--- src/rtl/gcm_pkg.sv ---
// Shared types and constants for the GCM phase sequencer and its word FIFO.
package gcm_pkg;

    localparam int TEXT_W     = 289;
    localparam int KS_W       = 256;
    localparam int CTR_W      = 32;
    localparam int FIFO_DEPTH = 4;
    localparam int DRAIN_GAP  = 2;

    // J0+1: the first block of every packet
    localparam logic [CTR_W-1:0] CTR_START = CTR_W'(2);

    // Phase code seen by the bypass stage, one-hot in the low three bits
    typedef logic [0:3] phase_t;
    localparam phase_t PH_NONE   = 4'd0;
    localparam phase_t PH_FIRST  = 4'd1;
    localparam phase_t PH_SECOND = 4'd2;
    localparam phase_t PH_INNER  = 4'd4;

    typedef struct packed {
        logic [TEXT_W-1:0] text;
        logic              sop;
        logic              eop;
    } word_t;

    typedef enum logic [2:0] {
        ST_IDLE,
        ST_FIRST,
        ST_SECOND,
        ST_INNER,
        ST_DRAIN
    } out_st_t;

endpackage

--- src/rtl/gcm_word_fifo.sv ---
// Synchronous FIFO of packet words waiting for their keystream.
// Count is registered so full/empty never depend on same-cycle push/pop.
module gcm_word_fifo
    import gcm_pkg::*;
#(
    parameter int DEPTH = FIFO_DEPTH
)(
    input  logic  clk,
    input  logic  rst,
    input  logic  i_push,
    input  word_t i_data,
    input  logic  i_pop,
    output word_t o_head,
    output logic  o_full,
    output logic  o_empty
);

    localparam int AW = $clog2(DEPTH);
    localparam int CW = $clog2(DEPTH + 1);

    word_t          r_mem [DEPTH];
    logic [AW-1:0]  r_wr;
    logic [AW-1:0]  r_rd;
    logic [CW-1:0]  r_count;
    logic           w_push;
    logic           w_pop;

    assign w_push  = i_push && !o_full;
    assign w_pop   = i_pop && !o_empty;
    assign o_full  = (r_count == CW'(DEPTH));
    assign o_empty = (r_count == '0);
    assign o_head  = r_mem[r_rd];

    // Storage: data only, contents are meaningless until pushed
    always_ff @(posedge clk) begin
        if (w_push) r_mem[r_wr] <= i_data;
    end

    // Pointers and occupancy; depth is a power of two so pointers wrap naturally
    always_ff @(posedge clk or posedge rst) begin
        if (rst) begin
            r_wr    <= '0;
            r_rd    <= '0;
            r_count <= '0;
        end else begin
            if (w_push) r_wr <= r_wr + AW'(1);
            if (w_pop)  r_rd <= r_rd + AW'(1);
            r_count <= r_count + CW'(w_push) - CW'(w_pop);
        end
    end

endmodule

--- src/rtl/gcm_phase_sequencer.sv ---
// Tags packet words with FIRST/SECOND/INNER phase, issues one keystream
// request per word, pairs returned keystream with the buffered word and
// inserts the drain gap the bypass stage needs after every last word.
module gcm_phase_sequencer
    import gcm_pkg::*;
(
    input  logic              clk,
    input  logic              rst,
    input  logic              in_valid,
    output logic              in_ready,
    input  logic              in_sop,
    input  logic              in_eop,
    input  logic [TEXT_W-1:0] in_text,
    output logic              ks_req,
    output logic [CTR_W-1:0]  ks_ctr,
    input  logic              ks_valid,
    output logic              ks_ready,
    input  logic [KS_W-1:0]   ks_data,
    output phase_t            o_state,
    output logic              o_last,
    output logic [TEXT_W-1:0] o_text,
    output logic [KS_W-1:0]   o_cipher,
    output logic              o_ready,
    output logic              busy,
    output logic              err
);

    localparam int GAP_W = $clog2(DRAIN_GAP + 1);

    // Input side
    logic              w_push;
    logic              w_full;
    logic              w_empty;
    word_t             w_in_word;
    word_t             w_head;
    logic [CTR_W-1:0]  w_req_ctr;
    logic [CTR_W-1:0]  w_ctr_nxt;
    logic [CTR_W-1:0]  r_ctr;
    logic              r_ks_req;
    logic [CTR_W-1:0]  r_ks_ctr;
    logic              r_in_pkt;

    // Output side
    logic              w_pop;
    out_st_t           r_state;
    out_st_t           w_state_nxt;
    logic [GAP_W-1:0]  r_gap;
    logic [GAP_W-1:0]  w_gap_nxt;
    phase_t            w_code;
    logic              w_bad_head;
    logic              r_o_ready;
    logic              r_o_last;
    phase_t            r_o_state;
    logic [TEXT_W-1:0] r_o_text;
    logic [KS_W-1:0]   r_o_cipher;
    logic              r_err;

    assign w_in_word = '{text: in_text, sop: in_sop, eop: in_eop};
    assign in_ready  = !w_full;
    assign w_push    = in_valid && in_ready;
    assign ks_ready  = !w_empty && (r_state != ST_DRAIN);
    assign w_pop     = ks_valid && ks_ready;

    // A sop word always requests CTR_START; the counter then points past both blocks
    assign w_req_ctr = in_sop ? CTR_START : r_ctr;
    assign w_ctr_nxt = w_req_ctr + CTR_W'(2);

    gcm_word_fifo #(.DEPTH(FIFO_DEPTH)) u_fifo (
        .clk     (clk),
        .rst     (rst),
        .i_push  (w_push),
        .i_data  (w_in_word),
        .i_pop   (w_pop),
        .o_head  (w_head),
        .o_full  (w_full),
        .o_empty (w_empty)
    );

    // Counter and keystream request, one request per accepted word
    always_ff @(posedge clk or posedge rst) begin
        if (rst) begin
            r_ctr    <= CTR_START;
            r_ks_req <= 1'b0;
            r_ks_ctr <= '0;
            r_in_pkt <= 1'b0;
        end else begin
            r_ks_req <= w_push;
            if (w_push) begin
                r_ks_ctr <= w_req_ctr;
                r_ctr    <= w_ctr_nxt;
                r_in_pkt <= !in_eop;
            end
        end
    end

    // Out FSM state register
    always_ff @(posedge clk or posedge rst) begin
        if (rst) begin
            r_state <= ST_IDLE;
            r_gap   <= '0;
        end else begin
            r_state <= w_state_nxt;
            r_gap   <= w_gap_nxt;
        end
    end

    // Out FSM next state and phase code; a non-sop head in IDLE restarts as FIRST
    always_comb begin
        w_state_nxt = r_state;
        w_gap_nxt   = r_gap;
        w_code      = PH_NONE;
        w_bad_head  = 1'b0;
        if (r_state == ST_DRAIN) begin
            if (r_gap == '0) w_state_nxt = ST_IDLE;
            else             w_gap_nxt   = r_gap - GAP_W'(1);
        end else if (w_pop) begin
            if (w_head.sop || r_state == ST_IDLE) begin
                w_code      = PH_FIRST;
                w_state_nxt = ST_FIRST;
                w_bad_head  = !w_head.sop;
            end else if (r_state == ST_FIRST) begin
                w_code      = PH_SECOND;
                w_state_nxt = ST_SECOND;
            end else begin
                w_code      = PH_INNER;
                w_state_nxt = ST_INNER;
            end
            if (w_head.eop) begin
                w_state_nxt = ST_DRAIN;
                w_gap_nxt   = GAP_W'(DRAIN_GAP - 1);
            end
        end
    end

    // Bypass-stage outputs: strobes clear when idle, data holds
    always_ff @(posedge clk or posedge rst) begin
        if (rst) begin
            r_o_ready  <= 1'b0;
            r_o_last   <= 1'b0;
            r_o_state  <= PH_NONE;
            r_o_text   <= '0;
            r_o_cipher <= '0;
        end else begin
            r_o_ready <= w_pop;
            r_o_last  <= w_pop && w_head.eop;
            r_o_state <= w_code;
            if (w_pop) begin
                r_o_text   <= w_head.text;
                r_o_cipher <= ks_data;
            end
        end
    end

    // Sticky protocol error: sop inside an open input packet, or headless word at output
    always_ff @(posedge clk or posedge rst) begin
        if (rst) r_err <= 1'b0;
        else     r_err <= r_err || (w_push && in_sop && r_in_pkt) || (w_pop && w_bad_head);
    end

    assign ks_req   = r_ks_req;
    assign ks_ctr   = r_ks_ctr;
    assign o_ready  = r_o_ready;
    assign o_last   = r_o_last;
    assign o_state  = r_o_state;
    assign o_text   = r_o_text;
    assign o_cipher = r_o_cipher;
    assign busy     = !w_empty || (r_state == ST_DRAIN);
    assign err      = r_err;

endmodule

--- config.mk ---
export PLATFORM = sky130hd
export DESIGN_NAME = gcm_phase_sequencer
export DESIGN_NICKNAME = d
export VERILOG_FILES = /design/src/rtl/gcm_pkg.sv /design/src/rtl/gcm_word_fifo.sv /design/src/rtl/gcm_phase_sequencer.sv
export SDC_FILE = /design/constraint.sdc
export NUM_CORES = 2
export LEC_CHECK = 0
export CELL_PAD_IN_SITES_DETAIL_PLACEMENT = 0
export CELL_PAD_IN_SITES_GLOBAL_PLACEMENT = 1
export CORE_AREA = 2 2 439 441
export CTS_CLUSTER_SIZE = 20
export DETAILED_ROUTE_END_ITERATION = 8
export DIE_AREA = 0 0 441 443
export GPL_TIMING_DRIVEN = 1
export PLACE_DENSITY_LB_ADDON = 0.1
export SLEW_MARGIN = 20
export SYNTH_ARGS = -nofsm -noshare
export SYNTH_HDL_FRONTEND = slang
export SYNTH_HIERARCHICAL = 1
export SYNTH_SLANG_ARGS = --single-unit
--- constraint.sdc ---
create_clock -name clk -period 33.9 [get_ports clk]
set_input_delay 6.78 -clock clk [delete_from_list [all_inputs] [get_ports clk]]
set_output_delay 6.78 -clock clk [all_outputs]
set_load 0.02 [all_outputs]
Yosys cells after proc, flatten, opt, wreduce, memory -nomap -nowiden

Memory sizes are Yosys's and may differ from the RTL's.
Index checks and enable logic that the tools add are counted.

Multiplexer cells: 20
Reduce and logical (&&, ||, !) cells: 24
Add/subtract/negate cells: 6
Equality and inequality tests: 6

Operators by type and width:

| cell                  | count |
|---|---|
| $add 32x2->32 const B | 1 |
| $mux 32               | 1 |
| $mux 3                | 8 |
| $mux 2                | 5 |
| $logic_and 1x1->1     | 9 |
| $eq 3x3->1 const B    | 2 |
| $logic_not 3->1       | 2 |
| $mux 1                | 6 |
| $add 2x1->2 const B   | 2 |
| $logic_not 1->1       | 4 |
| $logic_or 1x1->1      | 4 |
| $reduce_bool 2->1     | 2 |
| $add 3x1->3           | 1 |
| $eq 3x1->1 const B    | 1 |
| $ne 3x3->1 const B    | 1 |
| $reduce_and 3->1      | 1 |
| $sub 3x1->3           | 1 |
| $logic_not 2->1       | 1 |
| $ne 2x1->1 const B    | 1 |
| $ne 2x2->1 const B    | 1 |
| $reduce_and 2->1      | 1 |
| $sub 2x1->2 const B   | 1 |

Register bits after elaboration: 630
Memories kept: 1
Input bits: 551
Logic and storage cells: 72
Bits in writable memories: 1164

Memories:

| memory       | words | width | rd ports | clocked after Yosys merged registers in | write ports | RTL line            | RTL |
|---|---|---|---|---|---|---|---|
| u_fifo.r_mem | 4     | 291   | 1        | 0                                       | 1           | gcm_word_fifo.sv:21 | `word_t r_mem [DEPTH];` |

Depth between registers and ports, before layout

Word-level depth: 8
Mapped depth: 14
Mapped depth without buffers: 12

Hierarchy

The synthesis kept the hierarchy.

Modules (own cells, without submodules):

| module              | seq. area each (um^2) | times used | cells each | area each (um^2) |
|---|---|---|---|---|
| gcm_word_fifo       | 35128.7               | 1          | 1564       | 42588.3 |
| gcm_phase_sequencer | 15516.1               | 1          | 2693       | 23881.7 |

Least setup slack after synthesis

No wires, ideal clock.

Kind: input-to-reg
Start: in in_valid
End: mem u_fifo/r_mem[0][0] (netlist bit) (enable)
Stages on the path: 4
Setup time: 691 ps
Slack: 19070 ps
Arrival time: 14139 ps
Path buffers: 1
Data required time: 33209 ps
Path through: nand2b_1 -> inv_2 -> clkbuf_1 -> and3b_1

Word-level cells in the longest chain between the ends: 4

RTL lines:

| element                      | RTL line                  | RTL |
|---|---|---|
| start: declaration           | gcm_phase_sequencer.sv:9  | `input logic in_valid,` |
| $logic_and 1x1->1            | gcm_phase_sequencer.sv:60 | `assign w_push = in_valid && in_ready;` |
| net w_push                   | gcm_phase_sequencer.sv:31 | `logic w_push;` |
| $logic_and 1x1->1            | gcm_word_fifo.sv:28       | `assign w_push = i_push && !o_full;` |
| $mux 1                       | gcm_word_fifo.sv:36       | `if (w_push) r_mem[r_wr] <= i_data;` |
| $mux 1 (not written as such) | gcm_word_fifo.sv:36       |  |
| end: declaration             | gcm_word_fifo.sv:21       |  |

The timed path passes the listed nets, and every way through them passes these cells.

Worst setup path in the final report

Start: in in_valid
End: mem u_fifo/r_mem[2][276] (netlist bit) (enable)

Word-level cells in the longest chain between the ends: 4

RTL lines:

| element                      | RTL line |
|---|---|
| $logic_and 1x1->1            | gcm_phase_sequencer.sv:60 |
| $logic_and 1x1->1            | gcm_word_fifo.sv:28 |
| $mux 1                       | gcm_word_fifo.sv:36 |
| $mux 1 (not written as such) | gcm_word_fifo.sv:36 |

No other way between the ends.

==> key figures <==
Outcome
  – Outcome: finished, final reports clean

Pwr
  – Int Power: approximately 5.4 mW
  – PwrDens: roughly 95 nW/µm²
  – Pwr Total: 8.25 mW
  – Sequential Power Share: 39.5%
  – Switch Pwr: 2.83 mW
  – P_leak: approximately 34 nW
  – Clk pwr share: between 20 and 30%
  – Max VDD drop: between 0.05 and 0.06 mV
  – Net Sw Frac: roughly a third
  – Logic pwr share: approximately 35%

Global routing
  – Antenna violations before repair: between 70 and 80
  – GRT Util Overall: between 20% and 30%
  – Vias in the first global route: slightly below 40000
  – GR Overflow Total: 0
  – First-pass GRT wire length: 287000 µm
  – Largest net degree at the start of global routing: roughly 180

Setup path
  – Crit. End Element: register
  – Most used cell, CP: buf_4
  – WP buf/inv: 5
  – CP arrival: 11.05 ns
  – Worst R2R Setup Slack: roughly 29 ns
  – Crit path cell chain: clkdlybuf4s50_1 > nand2b_2 > inv_2 > and3b_4 > buf_4 > buf_4 > buf_4
  – WS Path Type: in2reg
  – Slowest CP cell: and3b_4
  – Worst-path maximum fanout: 50
  – Startpoint types: input pin
  – Crit path required time: 34.33 ns
  – Crit-path max cell delay: between 0.8 and 0.9 ns
  – Crit path max-delay family: buffers and inverters

Timing
  – Fin crit period: roughly 11 ns
  – Worst-margin pin slew: around 1.2 ns
  – Final Hold Fails: 0
  – Fin Setup TNS: 0 ns
  – Final setup viols: 0
  – Relative slew slack: a little under a quarter
  – FMAX: around 0.094 GHz
  – Final setup margin: between 20 and 25 ns
  – RSZ-0062 raised after global routing: false
  – Worst Skew: 0.0423 ns
  – Final Max Tran Viols: 0
  – Period utilization: between 30 and 40%

Finish
  – Area Overhead vs Synth: 30.6%
  – Finished Layout Cells: just over 8000
  – Share of layout cells above drive strength 1: 11.5%
  – Layout Nets: around 6000
  – Fin util: a little under half

Clock tree
  – Clk Tree Root Cell: clkbuf_16
  – CTS tree: done
  – # hold bufs at CTS: 0
  – CTS resizes: 0
  – Clock slew at reported path FFs: ~0.060 ns
  – Clk Latency, worst-skew pair: 0.83 ns
  – Clock Tree Buf Depth: 3
  – Htree depth: 4
  – Num CTS Buffers: just under 200
  – Setup Buffers After CTS: 0
  – # clock sinks: between 1500 and 2000

Logic synthesis
  – Post-synth top area share: roughly 53%
  – Synth Area in Simple Gates: between 10 and 15%
  – Post-synthesis adder-cell area fraction: less than 1%
  – Synth Area in Compound Gates: 0.634%
  – Register area share after synthesis: 76.2%
  – Syn Std Cell Area: between 60000 and 70000 µm²
  – Asr flop ratio synth: between 30% and 40%
  – Yosys top cell by area: edfxtp_1
  – Yosys reg bits: around 1800
  – Syn Inst Count: roughly 4300
  – Syn_area_per_cell: around 16 µm²
  – Top-count cell post-synth: nand2_1
  – Synth Flop Type: edfxtp_1
  – Post-Synth XOR/XNOR Area: less than 1%
  – Mux share of post-synthesis cell area: ~10%
  – Synth Warn #: 6
  – Main combinational cell family by area after synthesis: simple AND/OR/NAND/NOR gates
  – Post-synth cell types: 55
  – Area contributors post-synth: edfxtp_1 53%, dfrtp_1 24%, mux4_2 9.9%
  – EDFF count, synth: 1164
  – Post-synth top cells: 1736 x nand2_1, 1164 x edfxtp_1, 626 x dfrtp_1

Detailed routing
  – DRT iter0 DRCs: approximately 2300
  – Post-DRT Antenna Nets: 0
  – WL final: about 200000 µm
  – Vias per std cell: ~4.7
  – Wirelength per Cell: around 25 µm
  – Via Count: just under 40000
  – First-pass DRT Iterations: 5
  – Residual DRC: 0

Floorplan
  – Die area: a little under 200000 µm²
  – Chip height: between 400 and 500 µm
  – Rows: approximately 160
  – Starting Density: a little over a third
  – IO Pins: roughly 1100
  – Die Wd: around 440 µm
  – Total core area: between 150000 and 200000 µm²

Place
  – DP Worst Slack: 22.33 ns
  – Number of port buffers: 1136
  – GP Congestion: roughly 0.81
  – Post-DP HPWL: roughly 130000 µm
  – Dpl cells: just under 8000

Worst hold path
  – Hold Crit Class: reg2reg

Flow run
  – Maxcap violations: 0
## through the flow
stage,area [µm²],hold slack [ns]
6_report,86800,0.470
2_1_floorplan,66500,0.451
3_3_place_gp,80300,0.456
4_1_cts,86800,0.476
3_5_place_dp,80300,0.461
5_1_grt,86800,0.485
## logic make-up after synthesis
logic type,Yosys count
fa+ha+maj,9
buf+inv,232
xor+xnor,16
other cells,1
mux,297
compound gates,70
simple gates,1841
flops,1791
## final cells by class
cell class | instances | area [µm²]
Antenna cell | 12 | 30.0
Clock buffer | 280 | 5490
Clock inverter | 91 | 1010
Fill cell | 17200 | 104000
Inverter | 21 | 93.8
Multi-Input combinational cell | 2235 | 14500
Sequential cell | 1791 | 50700
Tap cell | 2526 | 3160
Timing Repair Buffer | 1187 | 11900
## tightest hold or removal path, stage by stage (launching register included)
cell and delay [ns]:
dfrtp_1 0.34, nand2_1 0.05, nand2_1 0.06
## power groups by stage
stage | Combinational, mW | Clock [mW] | Sequential [mW]
floorplan | 1.26 | 0 | 3.72
global placement | 2.93 | 0 | 3.29
detailed placement | 2.93 | 0 | 3.31
CTS | 2.94 | 2.20 | 3.27
global route | 3.07 | 2.28 | 3.33
finish | 2.85 | 2.14 | 3.26
## state kept, by name (all words and copies together) (netlist names)
signal,count
o_cipher,256
u_fifo/r_wr,2
u_fifo/r_rd,2
r_in_pkt,1
r_state,3
u_fifo/r_mem,1164
r_ctr,31
u_fifo/r_count,3
o_last,1
err,1
o_text,289
r_gap,2
ks_req,1
o_ready,1
o_state,3
ks_ctr,31
## worst paths after layout
check	end	cells past startpoint	from
max reg2reg	o_text[78]	8	u_fifo/r_count[1]
min in group asynchronous	u_fifo/r_wr[1]	2	rst
min reg2reg	o_cipher[122]	2	o_cipher[122]
min	o_cipher[122]	2	o_cipher[122]
max	u_fifo/r_mem[2][276]	7	in_valid
max in group asynchronous	o_text[70]	5	rst
## routing by layer
metal	vias up	part of all wire (%)	GRT usage [%]
met1	19700	38	23.1
met5	-	0.14	0
li1	17500	-	-
met4	44	2.8	5.89
met3	372	5.9	5.05
met2	1000	53	36.6
## placed cells by master (no fill, tap or decap), types with 5 or more instances in the layout
master	count
a21oi_1	9
a31oi_1	5
buf_12	8
buf_4	43
bufinv_16	16
clkbuf_1	59
clkbuf_16	198
clkbuf_8	23
clkdlybuf4s50_1	1136
clkinv_1	26
clkinv_2	34
dfrtp_1	624
diode_2	12
edfxtp_1	1164
ha_1	8
inv_1	18
mux2i_1	6
mux4_2	291
nand2_1	1735
nand3_1	14
nand3b_1	5
nand4_1	8
nor2_1	22
nor2b_1	6
nor3_1	8
nor4_1	8
o211ai_1	5
o21ai_0	35
o31ai_1	5
xnor2_1	11
xor2_1	5
Note: power is estimated with default switching activity, not from simulation.
